<file path="config.mk">
export PLATFORM = sky130hd
export DESIGN_NAME = hdmi_line_fetch_ctrl
export DESIGN_NICKNAME = d
export VERILOG_FILES = /design/src/rtl/hdmi_fetch_pkg.sv /design/src/rtl/line_bank_tracker.sv /design/src/rtl/hdmi_line_fetch_ctrl.sv
export SDC_FILE = /design/constraint.sdc
export NUM_CORES = 1
export LEC_CHECK = 0
export ABC_CLOCK_PERIOD_IN_PS = 8800
export BUFFER_PORTS_ARGS = -buffer_cell sky130_fd_sc_hd__buf_2
export CAP_MARGIN = 15
export CORE_MARGIN = 1.5
export CORE_UTILIZATION = 40
export CTS_BUF_LIST = sky130_fd_sc_hd__clkbuf_16
export CTS_CLUSTER_SIZE = 14
export DETAILED_ROUTE_END_ITERATION = 8
export GPL_TIMING_DRIVEN = 0
export HOLD_SLACK_MARGIN = 0.06
export PLACE_DENSITY = 0.6
export SLEW_MARGIN = 20
export SYNTH_ARGS = -nofsm -noshare
export SYNTH_HDL_FRONTEND = slang
export SYNTH_HIERARCHICAL = 1
export SYNTH_SLANG_ARGS = --single-unit
</file>
<file path="constraint.sdc">
create_clock -name system_clk -period 8.8 [get_ports system_clk]
set_input_delay 0.44 -clock system_clk [delete_from_list [all_inputs] [get_ports system_clk]]
set_output_delay 0.44 -clock system_clk [all_outputs]
set_load 0.005 [all_outputs]
</file>
<file path="src/rtl/hdmi_fetch_pkg.sv">
// Shared types and line geometry for the HDMI line-fetch scheduler.
// The constants describe the default 1080p configuration; the functions derive the same values for other geometries.
package hdmi_fetch_pkg;

  typedef enum logic [2:0] {
    IDLE,
    REQ,
    WAIT,
    NEXT,
    HOLD
  } fetch_state_t;

  localparam int H_ACTIVE_DEF    = 1920;
  localparam int V_ACTIVE_DEF    = 1080;
  localparam int BURST_BEATS_DEF = 16;

  localparam int LINE_WORDS      = H_ACTIVE_DEF * 2 / 4;
  localparam int BURSTS_PER_LINE = LINE_WORDS / BURST_BEATS_DEF;
  localparam int BURST_BYTES     = BURST_BEATS_DEF * 4;
  localparam int LINE_STRIDE     = LINE_WORDS * 4;

  // 16-bit pixels packed two per 32-bit word
  function automatic int line_words(input int h_active);
    return h_active * 2 / 4;
  endfunction

endpackage

</file>
<file path="src/rtl/line_bank_tracker.sv">
// Two-bank line-buffer occupancy tracker: fill/display bank pointers, underrun detect.
// Underrun statistics counter present only when LINE_FETCH_STATS_EN is defined.
module line_bank_tracker (
  input  logic        system_clk,
  input  logic        reset_n,
  input  logic        hdmi_de,
  input  logic        frame_clr,
  input  logic        line_done,
  output logic [1:0]  bank_full,
  output logic        wr_bank,
  output logic        rd_bank,
  output logic        underrun,
  output logic [15:0] underrun_count
);

  logic       de_p1;
  logic       de_rise;
  logic       de_fall;
  logic [1:0] full_nxt;

  assign de_rise = hdmi_de & ~de_p1;
  assign de_fall = ~hdmi_de & de_p1;

  // Fill-side set is applied after display-side clear so a same-bank collision keeps the bank full
  always_comb begin
    full_nxt = bank_full;
    if (de_fall)   full_nxt[rd_bank] = 1'b0;
    if (line_done) full_nxt[wr_bank] = 1'b1;
    if (frame_clr) full_nxt = 2'b00;
  end

  always_ff @(posedge system_clk or negedge reset_n) begin
    if (!reset_n) begin
      de_p1     <= 1'b0;
      bank_full <= 2'b00;
      wr_bank   <= 1'b0;
      rd_bank   <= 1'b0;
      underrun  <= 1'b0;
    end else begin
      de_p1     <= hdmi_de;
      bank_full <= full_nxt;
      underrun  <= de_rise & ~bank_full[rd_bank];
      if (frame_clr) begin
        wr_bank <= 1'b0;
        rd_bank <= 1'b0;
      end else begin
        if (line_done) wr_bank <= ~wr_bank;
        if (de_fall)   rd_bank <= ~rd_bank;
      end
    end
  end

`ifdef LINE_FETCH_STATS_EN
  always_ff @(posedge system_clk or negedge reset_n) begin
    if (!reset_n) begin
      underrun_count <= 16'h0000;
    end else if (underrun && (underrun_count != 16'hFFFF)) begin
      underrun_count <= underrun_count + 16'd1;
    end
  end
`else
  assign underrun_count = 16'h0000;
`endif

endmodule

</file>
<file path="src/rtl/hdmi_line_fetch_ctrl.sv">
// Per-line AXI burst read scheduler feeding a two-bank HDMI line buffer.
// Optional underrun statistics: define LINE_FETCH_STATS_EN.
module hdmi_line_fetch_ctrl
  import hdmi_fetch_pkg::*;
#(
  parameter int H_ACTIVE    = H_ACTIVE_DEF,
  parameter int V_ACTIVE    = V_ACTIVE_DEF,
  parameter int BURST_BEATS = BURST_BEATS_DEF,
  parameter int ADDR_W      = 32
) (
  input  logic              system_clk,
  input  logic              reset_n,
  input  logic [ADDR_W-1:0] frame_base,
  input  logic              hdmi_vsync,
  input  logic              hdmi_de,
  output logic              txn_request,
  output logic [ADDR_W-1:0] txn_addr,
  output logic [7:0]        txn_len,
  input  logic              wea,
  input  logic              reads_done,
  output logic              wr_bank,
  output logic              rd_bank,
  output logic              underrun,
  output logic              beat_err,
  output logic [15:0]       underrun_count
);

  localparam int L_WORDS  = line_words(H_ACTIVE);
  localparam int L_BURSTS = L_WORDS / BURST_BEATS;
  localparam int L_STRIDE = L_WORDS * 4;
  localparam int B_BYTES  = BURST_BEATS * 4;
  localparam int LINE_W   = $clog2(V_ACTIVE + 1);
  localparam int BURST_W  = $clog2(L_BURSTS + 1);
  localparam int BEAT_W   = $clog2(BURST_BEATS + 1) + 1;

  if ((L_WORDS % BURST_BEATS) != 0 || L_BURSTS == 0) begin : g_bad_geometry
    $error("line words not a whole number of bursts");
  end

  fetch_state_t        state, state_nxt;
  logic                vsync_p1, fs_p1, fs_pend;
  logic                apply_frame, line_done, adv_burst;
  logic [ADDR_W-1:0]   base_q, next_addr;
  logic [LINE_W-1:0]   line_cnt, line_n;
  logic [BURST_W-1:0]  burst_cnt, burst_n;
  logic [BEAT_W-1:0]   beat_cnt;
  logic [1:0]          bank_full;

  assign txn_request = (state == REQ) || (state == WAIT);
  assign txn_len     = 8'(BURST_BEATS - 1);

  // A frame start seen mid-burst is parked in fs_pend and applied from NEXT
  always_comb begin
    state_nxt   = state;
    apply_frame = 1'b0;
    line_done   = 1'b0;
    adv_burst   = 1'b0;
    case (state)
      IDLE: if (fs_p1) begin
        apply_frame = 1'b1;
        state_nxt   = REQ;
      end
      REQ:  state_nxt = WAIT;
      WAIT: if (reads_done) state_nxt = NEXT;
      NEXT: begin
        if (fs_p1 || fs_pend) begin
          apply_frame = 1'b1;
          state_nxt   = REQ;
        end else if (burst_cnt < BURST_W'(L_BURSTS - 1)) begin
          adv_burst = 1'b1;
          state_nxt = REQ;
        end else begin
          line_done = 1'b1;
          state_nxt = (line_cnt == LINE_W'(V_ACTIVE - 1)) ? IDLE : HOLD;
        end
      end
      HOLD: begin
        if (fs_p1) begin
          apply_frame = 1'b1;
          state_nxt   = REQ;
        end else if (!bank_full[wr_bank]) begin
          state_nxt = REQ;
        end
      end
      default: state_nxt = IDLE;
    endcase
  end

  always_comb begin
    line_n  = line_cnt;
    burst_n = burst_cnt;
    if (apply_frame) begin
      line_n  = '0;
      burst_n = '0;
    end else if (adv_burst) begin
      burst_n = burst_cnt + 1'b1;
    end else if (line_done) begin
      burst_n = '0;
      line_n  = line_cnt + 1'b1;
    end
    next_addr = (apply_frame ? frame_base : base_q)
              + ADDR_W'(line_n) * ADDR_W'(L_STRIDE)
              + ADDR_W'(burst_n) * ADDR_W'(B_BYTES);
  end

  always_ff @(posedge system_clk or negedge reset_n) begin
    if (!reset_n) begin
      state     <= IDLE;
      vsync_p1  <= 1'b0;
      fs_p1     <= 1'b0;
      fs_pend   <= 1'b0;
      line_cnt  <= '0;
      burst_cnt <= '0;
      txn_addr  <= '0;
      beat_cnt  <= '0;
      beat_err  <= 1'b0;
    end else begin
      state     <= state_nxt;
      vsync_p1  <= hdmi_vsync;
      fs_p1     <= hdmi_vsync & ~vsync_p1;
      line_cnt  <= line_n;
      burst_cnt <= burst_n;
      if (apply_frame) fs_pend <= 1'b0;
      else if (fs_p1 && txn_request) fs_pend <= 1'b1;
      if (apply_frame || adv_burst || line_done) txn_addr <= next_addr;
      if (reads_done) begin
        beat_cnt <= '0;
        if ((beat_cnt + BEAT_W'(wea)) != BEAT_W'(BURST_BEATS)) beat_err <= 1'b1;
      end else if (wea && (beat_cnt != '1)) begin
        beat_cnt <= beat_cnt + 1'b1;
      end
    end
  end

  always_ff @(posedge system_clk) begin
    if (apply_frame) base_q <= frame_base;
  end

  line_bank_tracker u_bank_tracker (
    .system_clk     (system_clk),
    .reset_n        (reset_n),
    .hdmi_de        (hdmi_de),
    .frame_clr      (apply_frame),
    .line_done      (line_done),
    .bank_full      (bank_full),
    .wr_bank        (wr_bank),
    .rd_bank        (rd_bank),
    .underrun       (underrun),
    .underrun_count (underrun_count)
  );

endmodule

</file>
# == Yosys cells after proc, flatten, opt, wreduce, memory -nomap -nowiden ==
# Index checks and enable logic that the tools add are counted.
# word_totals
memories,0
inputBits,38
latchBits,0
ramBits,0
elab_cells,109
output_inout_bits,61
romBits,0
register_bits,100
# classes
magnitude_cmp,5
n_reduce_logical,16
bitwise_logic,13
n_mul,1
div_mod_pow,0
n_shift,0
add_sub_neg,6
mux,43
n_eq_ne,10
# ops
operator,count
$mux W11,3
$add A32 B12 Y32,1
$add A32 B23 Y32,1
$mux W32,1
$mux W6,5
$mux W3,7
$mux W1,20
$mul A11 B4 Y15 const B,1
$pmux W3 S5,1
$add A6 B1 Y6 const B,2
$add A11 B1 Y11 const B,1
$eq A11 B11 Y1 const B,1
$reduce_bool A2 Y1,4
$add A6 B1 Y6,1
$eq A3 B2 Y1 const B,2
$lt A6 B6 Y1 const B,1
$mux W2,3
$ne A6 B5 Y1 const B,1
$ne A6 B6 Y1 const B,1
$not A1 Y1,6
$and A1 B1 Y1,4
$logic_and A1 B1 Y1,4
$logic_or A1 B1 Y1,4
$lt A1 B2 Y1 const B,2
14 further kinds,17

# == Depth between registers and ports, before layout ==
# logic_depth
ltp_word,10
mapped_depth,29
ltp_nobuf,29

# == Modules after synthesis ==
# Netlist, hierarchy kept.
# by_module_without_submodules
mod,cells_per_inst,n_inst,seq_area_each_um2,area_each_um2
hdmi_line_fetch_ctrl,698,1,2192.1,6244.7
line_bank_tracker,36,1,150.1,366.6

# == Worst setup path after synthesis ==
# Ideal clock, no wire load.
# synth_timing
path_kind,reg2reg
startpoint,register state[0]
endpoint,register txn_addr[22]
path_stages_with_launch,27
setup_time_ns,0.132
setup_slack_ns,2.601
path_buffers,4
period_less_slack_ns,6.199
arrival_time_ns,6.066
required_time_ns,8.668
path_cell_list,dfrtp_1 -> or3b_1 -> o21a_1 -> buf_6 -> clkinv_8 -> buf_6 -> buf_4 -> buf_2 -> nor2_1 -> fa_1 -> fa_1 -> fa_1 -> a211oi_1 -> o21ai_0 -> a21oi_1 -> o21ai_0 -> a21oi_1 -> xnor2_1 -> ha_1 -> ha_1 -> a21oi_2 -> o211ai_1 -> nor4_2 -> nor2_1 -> a21oi_1 -> xnor2_1 -> o21ai_1
# synth_via
word_cells_on_any_way,19
classes_between,add/sub: 2; mul: 1; eq/ne: 2; mux: 10; reduce/logical: 4
# synth_lines
element,line,rtl
"start, declared",hdmi_line_fetch_ctrl.sv:40,"fetch_state_t state, state_nxt;"
"start signal, assigned",hdmi_line_fetch_ctrl.sv:118,state <= state_nxt;
$eq A3 B3 Y1 / $logic_not A3 Y1 (equally long branches),hdmi_line_fetch_ctrl.sv:58,case (state)
$reduce_or A2 Y1 (no line),--,
$pmux W1 S2 (*),hdmi_line_fetch_ctrl.sv:58,
named net apply_frame,hdmi_line_fetch_ctrl.sv:42,"logic apply_frame, line_done, adv_burst;"
$mux W11 (*),hdmi_line_fetch_ctrl.sv:92,if (apply_frame) begin
named net line_n[0],hdmi_line_fetch_ctrl.sv:44,"logic [LINE_W-1:0] line_cnt, line_n;"
$mul A11 B4 Y15 (*),hdmi_line_fetch_ctrl.sv:102,+ ADDR_W'(line_n) * ADDR_W'(L_STRIDE)
$add A32 B23 Y32 (*),hdmi_line_fetch_ctrl.sv:102,
$add A32 B12 Y32 (*),hdmi_line_fetch_ctrl.sv:103,+ ADDR_W'(burst_n) * ADDR_W'(B_BYTES);
"end signal, assigned",hdmi_line_fetch_ctrl.sv:125,if (apply_frame || adv_burst || line_done) txn_addr <= next_addr;
"end, declared",hdmi_line_fetch_ctrl.sv:17,"output logic [ADDR_W-1:0] txn_addr,"
# Mark *: on every way through the listed nets, which the timed path passes. The rest lies on a longest branch.
# A chain may end at the register's enable or synchronous reset.

# == Worst setup path in the final report ==
# layout_timing
startpoint,register state[1]
endpoint,register txn_addr[22]
# The elaborated chain is that of the path after synthesis.

==> results by group <==
Synth
  – Post-synthesis cell area: 6610 µm²
  – Post-synth EDFFs: 0
  – Syn Inst Count: 734
  – Synth Area per Inst: 9.01 µm²
  – Synth top area share: 25.7%
  – Asr flop ratio synth: 68.0%
  – Post-synthesis register bit count: 100
  – Yosys cell types: 70
  – Main synth FF type: dfrtp_1
  – Sequential share of the synthesized area: 35.4%
  – Yosys warning count: 6
  – Main area contributors after synthesis: dfrtp_1 26%, ha_1 10%, dfxtp_1 9.7%
  – Dominant cell type by area after synthesis: dfrtp_1

Worst setup path
  – Crit path DAT: 7530 ps
  – Reg2Reg Depth: 26
  – Reg2reg setup slack: 1490 ps
  – CP Launch Type: register
  – Reg2reg start: state[1]$_DFFE_PN0P_
  – CP required: 9020 ps
  – Crit Path Max Fanout: 13
  – Class of the most critical setup path: reg -> reg
  – Endpoint type of the worst setup path: register
  – R2R Path End: txn_addr[22]$_DFFE_PN0P_

Timing
  – Post-route clock period utilization: 83.1%
  – Setup TNS: 0 ps
  – Final Max Tran Viols: 0
  – Final setup viols: 0
  – Fin crit period: 7310 ps
  – Worst Skew: 8.88 ps
  – RSZ-0062 raised after global routing: no
  – Worst slew pin tran: 724 ps
  – Final-report hold violation count: 0
  – Worst rel slew slack: 51.7%
  – Achievable Freq: 0.137 GHz

Route
  – Routed Antenna Nets: 0
  – Via Count: 5160
  – Initial DRC count: 236
  – Routed len/inst: 13.6 µm
  – DRC viols: 0
  – Via density per instance: 4.86
  – DRT Wirelength: 14.4 mm
  – First-pass DRT Iterations: 5

Hold path
  – Hold EP: vsync_p1$_DFF_PN0_
  – Source of the worst hold timing path: hdmi_vsync
  – Hold crit path type: in -> reg
  – Cell count of the worst hold path: 1

GRT
  – Gr ovfl total: 0
  – Initial antenna violation count: 0
  – Largest net degree at the start of global routing: 42
  – First-pass GRT wire length: 25.0 mm
  – Gr usage total: 17.8%
  – Vias in the first global route: 5128

Floorplan
  – Die area: 17300 µm²
  – Starting density of the core: 41.3%
  – Die Ht: 132 µm
  – Core Region: 16000 µm²
  – # rows: 46
  – Ports: 99
  – Die W: 132 µm

Placement
  – IO buf count: 73
  – Routability cong.: 0.875
  – Dpl hpwl: 11.4 mm
  – Placed Area: 7360 µm²

Job
  – Max Cap Violations: 0

Clocking
  – CTS root buf: clkbuf_16
  – Clock Pin Slew Worst Setup and Hold Paths: 80 ps
  – CTS sink cnt: 100
  – Clock latency on the worst-skew pair: 360 ps
  – CTS Buf Count: 9
  – CTS H-tree lvls: 3
  – Longest Clk Path Bufs: 2
  – Post CTS Setup Buffer Count: 0
  – TritonCTS clock tree: yes

Pwr
  – Max VDD drop: 0.118 mV
  – Leakage: 4.04 nW
  – P per Cell Area: 254 nW/µm²

Final layout
  – Layout cells sized above 1: 17.4%
  – Antenna diodes: 0
  – NumNets Final: 956
  – Fin area: 7660 µm²
  – Layout area overhead: 15.8%

Status
  – Status: finished clean
-- synth_stat cells (all sizes together), types with 4 or more instances --
| library cell | count |
|---|---|
| xor2 | 22 |
| buf | 34 |
| nor3 | 5 |
| a211oi | 8 |
| a21oi | 40 |
| o211ai | 4 |
| nand2b | 15 |
| a211o | 4 |
| nand2 | 133 |
| fa | 22 |
| o21a | 8 |
| nor4 | 4 |
| a21o | 9 |
| mux2i | 11 |
| inv | 49 |
| and3 | 7 |
| xnor2 | 21 |
| dfxtp | 32 |
| dfrtp | 68 |
| nand4 | 9 |
| nor2 | 73 |
| nand3 | 12 |
| a31oi | 5 |
| ha | 55 |
| o21ai | 34 |
| clkbuf | 8 |
-- logic make-up after synthesis --
group / share of synthesized area, %
adders and majority gates: 17.1
other: 0.170
and+or+nand+nor: 18.8
muxes: 2.12
AOI/OAI and AO/OA: 13.5
buffers and inverters: 7.17
xor gates and xnor gates: 5.81
DFF: 35.4
-- metrics by stage --
stage                     hold WS (ps)  cells  setup WS [ps]  utilization [%]  total power [W]
after floorplan                    144    755           2600                -          0.00129
after global placement             393   1044           1540             45.8          0.00156
after detailed placement           385   1045           1500             46.0          0.00157
after CTS                          187   1062           1450             47.9          0.00197
after global routing               188   1062            979             47.9          0.00212
final                              197   1062           1490             47.9          0.00195
-- placed cells by master, fill, tap and decap left out, types with 7 or more instances in the layout --
| master | n |
|---|---|
| buf_2 | 78 |
| buf_4 | 26 |
| nand4_1 | 8 |
| nand2_1 | 131 |
| conb_1 | 24 |
| dfxtp_1 | 32 |
| mux2i_1 | 11 |
| nor2_1 | 72 |
| and3_1 | 7 |
| nand2b_1 | 15 |
| inv_1 | 48 |
| fa_1 | 22 |
| dfrtp_1 | 68 |
| clkbuf_16 | 9 |
| o21a_1 | 8 |
| xnor2_1 | 20 |
| nand3_1 | 12 |
| xor2_1 | 22 |
| o21ai_1 | 9 |
| clkbuf_1 | 8 |
| a21o_1 | 9 |
| ha_1 | 55 |
| o21ai_0 | 25 |
| a21oi_1 | 39 |
| a211oi_1 | 7 |
-- power by group --
part,internal [W],switching (W)
clock,0.000199,0.000191
combinational,0.000330,0.000519
sequential,0.000625,0.0000828
-- final cells by class --
class                      instances  area, µm²
clock buffer                       9        225
clock inverter                     7       67.6
timing repair buffer              75        405
sequential                       100       2340
inverter                          50        200
multi-input combinational        563       3870
fill                            1618       8340
tap                              216        270
buffer                            42        274
-- layer usage --
layer	track usage [%]	wire length (µm)	up-vias
li1	-	-	2635
met1	24.4	7140	2419
met2	29.1	6560	96
met3	4.01	580	10
met4	3.52	121	0
met5	0	0	-
-- repair_timing --
item | in CTS | in global routing
hold buffers | 1 | 0
gates resized for setup | 0 | 0
endpoints found under the hold margin | 27 | 0
setup endpoints to repair | 0 | 0
-- worst max path at each step --
stage / startpoint / to
after floorplan: state[0]$_DFFE_PN0P_ / txn_addr[22]$_DFFE_PN0P_
after CTS: state[1]$_DFFE_PN0P_ / txn_addr[22]$_DFFE_PN0P_
after detailed placement: state[0]$_DFFE_PN0P_ / txn_addr[22]$_DFFE_PN0P_
after global routing: state[0]$_DFFE_PN0P_ / txn_addr[28]$_DFFE_PN0P_
after global placement: state[0]$_DFFE_PN0P_ / txn_addr[22]$_DFFE_PN0P_
final: state[1]$_DFFE_PN0P_ / txn_addr[22]$_DFFE_PN0P_
-- flip-flops by register name, indices dropped and copies added, names as in the netlist, 2 cells and up --
name,flops
u_bank_tracker/bank_full,2
base_q,32
line_cnt,11
state,3
burst_cnt,6
beat_cnt,6
txn_addr,32
-- critical path, stage by stage (launching register included) --
cell and delay, ps:
dfrtp_1 460, or3b_1 440, o21a_1 150, buf_6 160, clkinv_8 60, buf_6 140
buf_4 190, buf_2 320, nor2_1 200, fa_1 620, fa_1 470, fa_1 470
a211oi_1 330, o21ai_0 200, a21oi_1 220, o21ai_0 140, a21oi_1 260, xnor2_1 180
ha_1 270, ha_1 360, a21oi_2 300, o211ai_1 190, nor4_2 500, nor2_1 100
a21oi_1 180, xnor2_1 150, o21ai_1 80
Power figures use the tool's default switching activity.
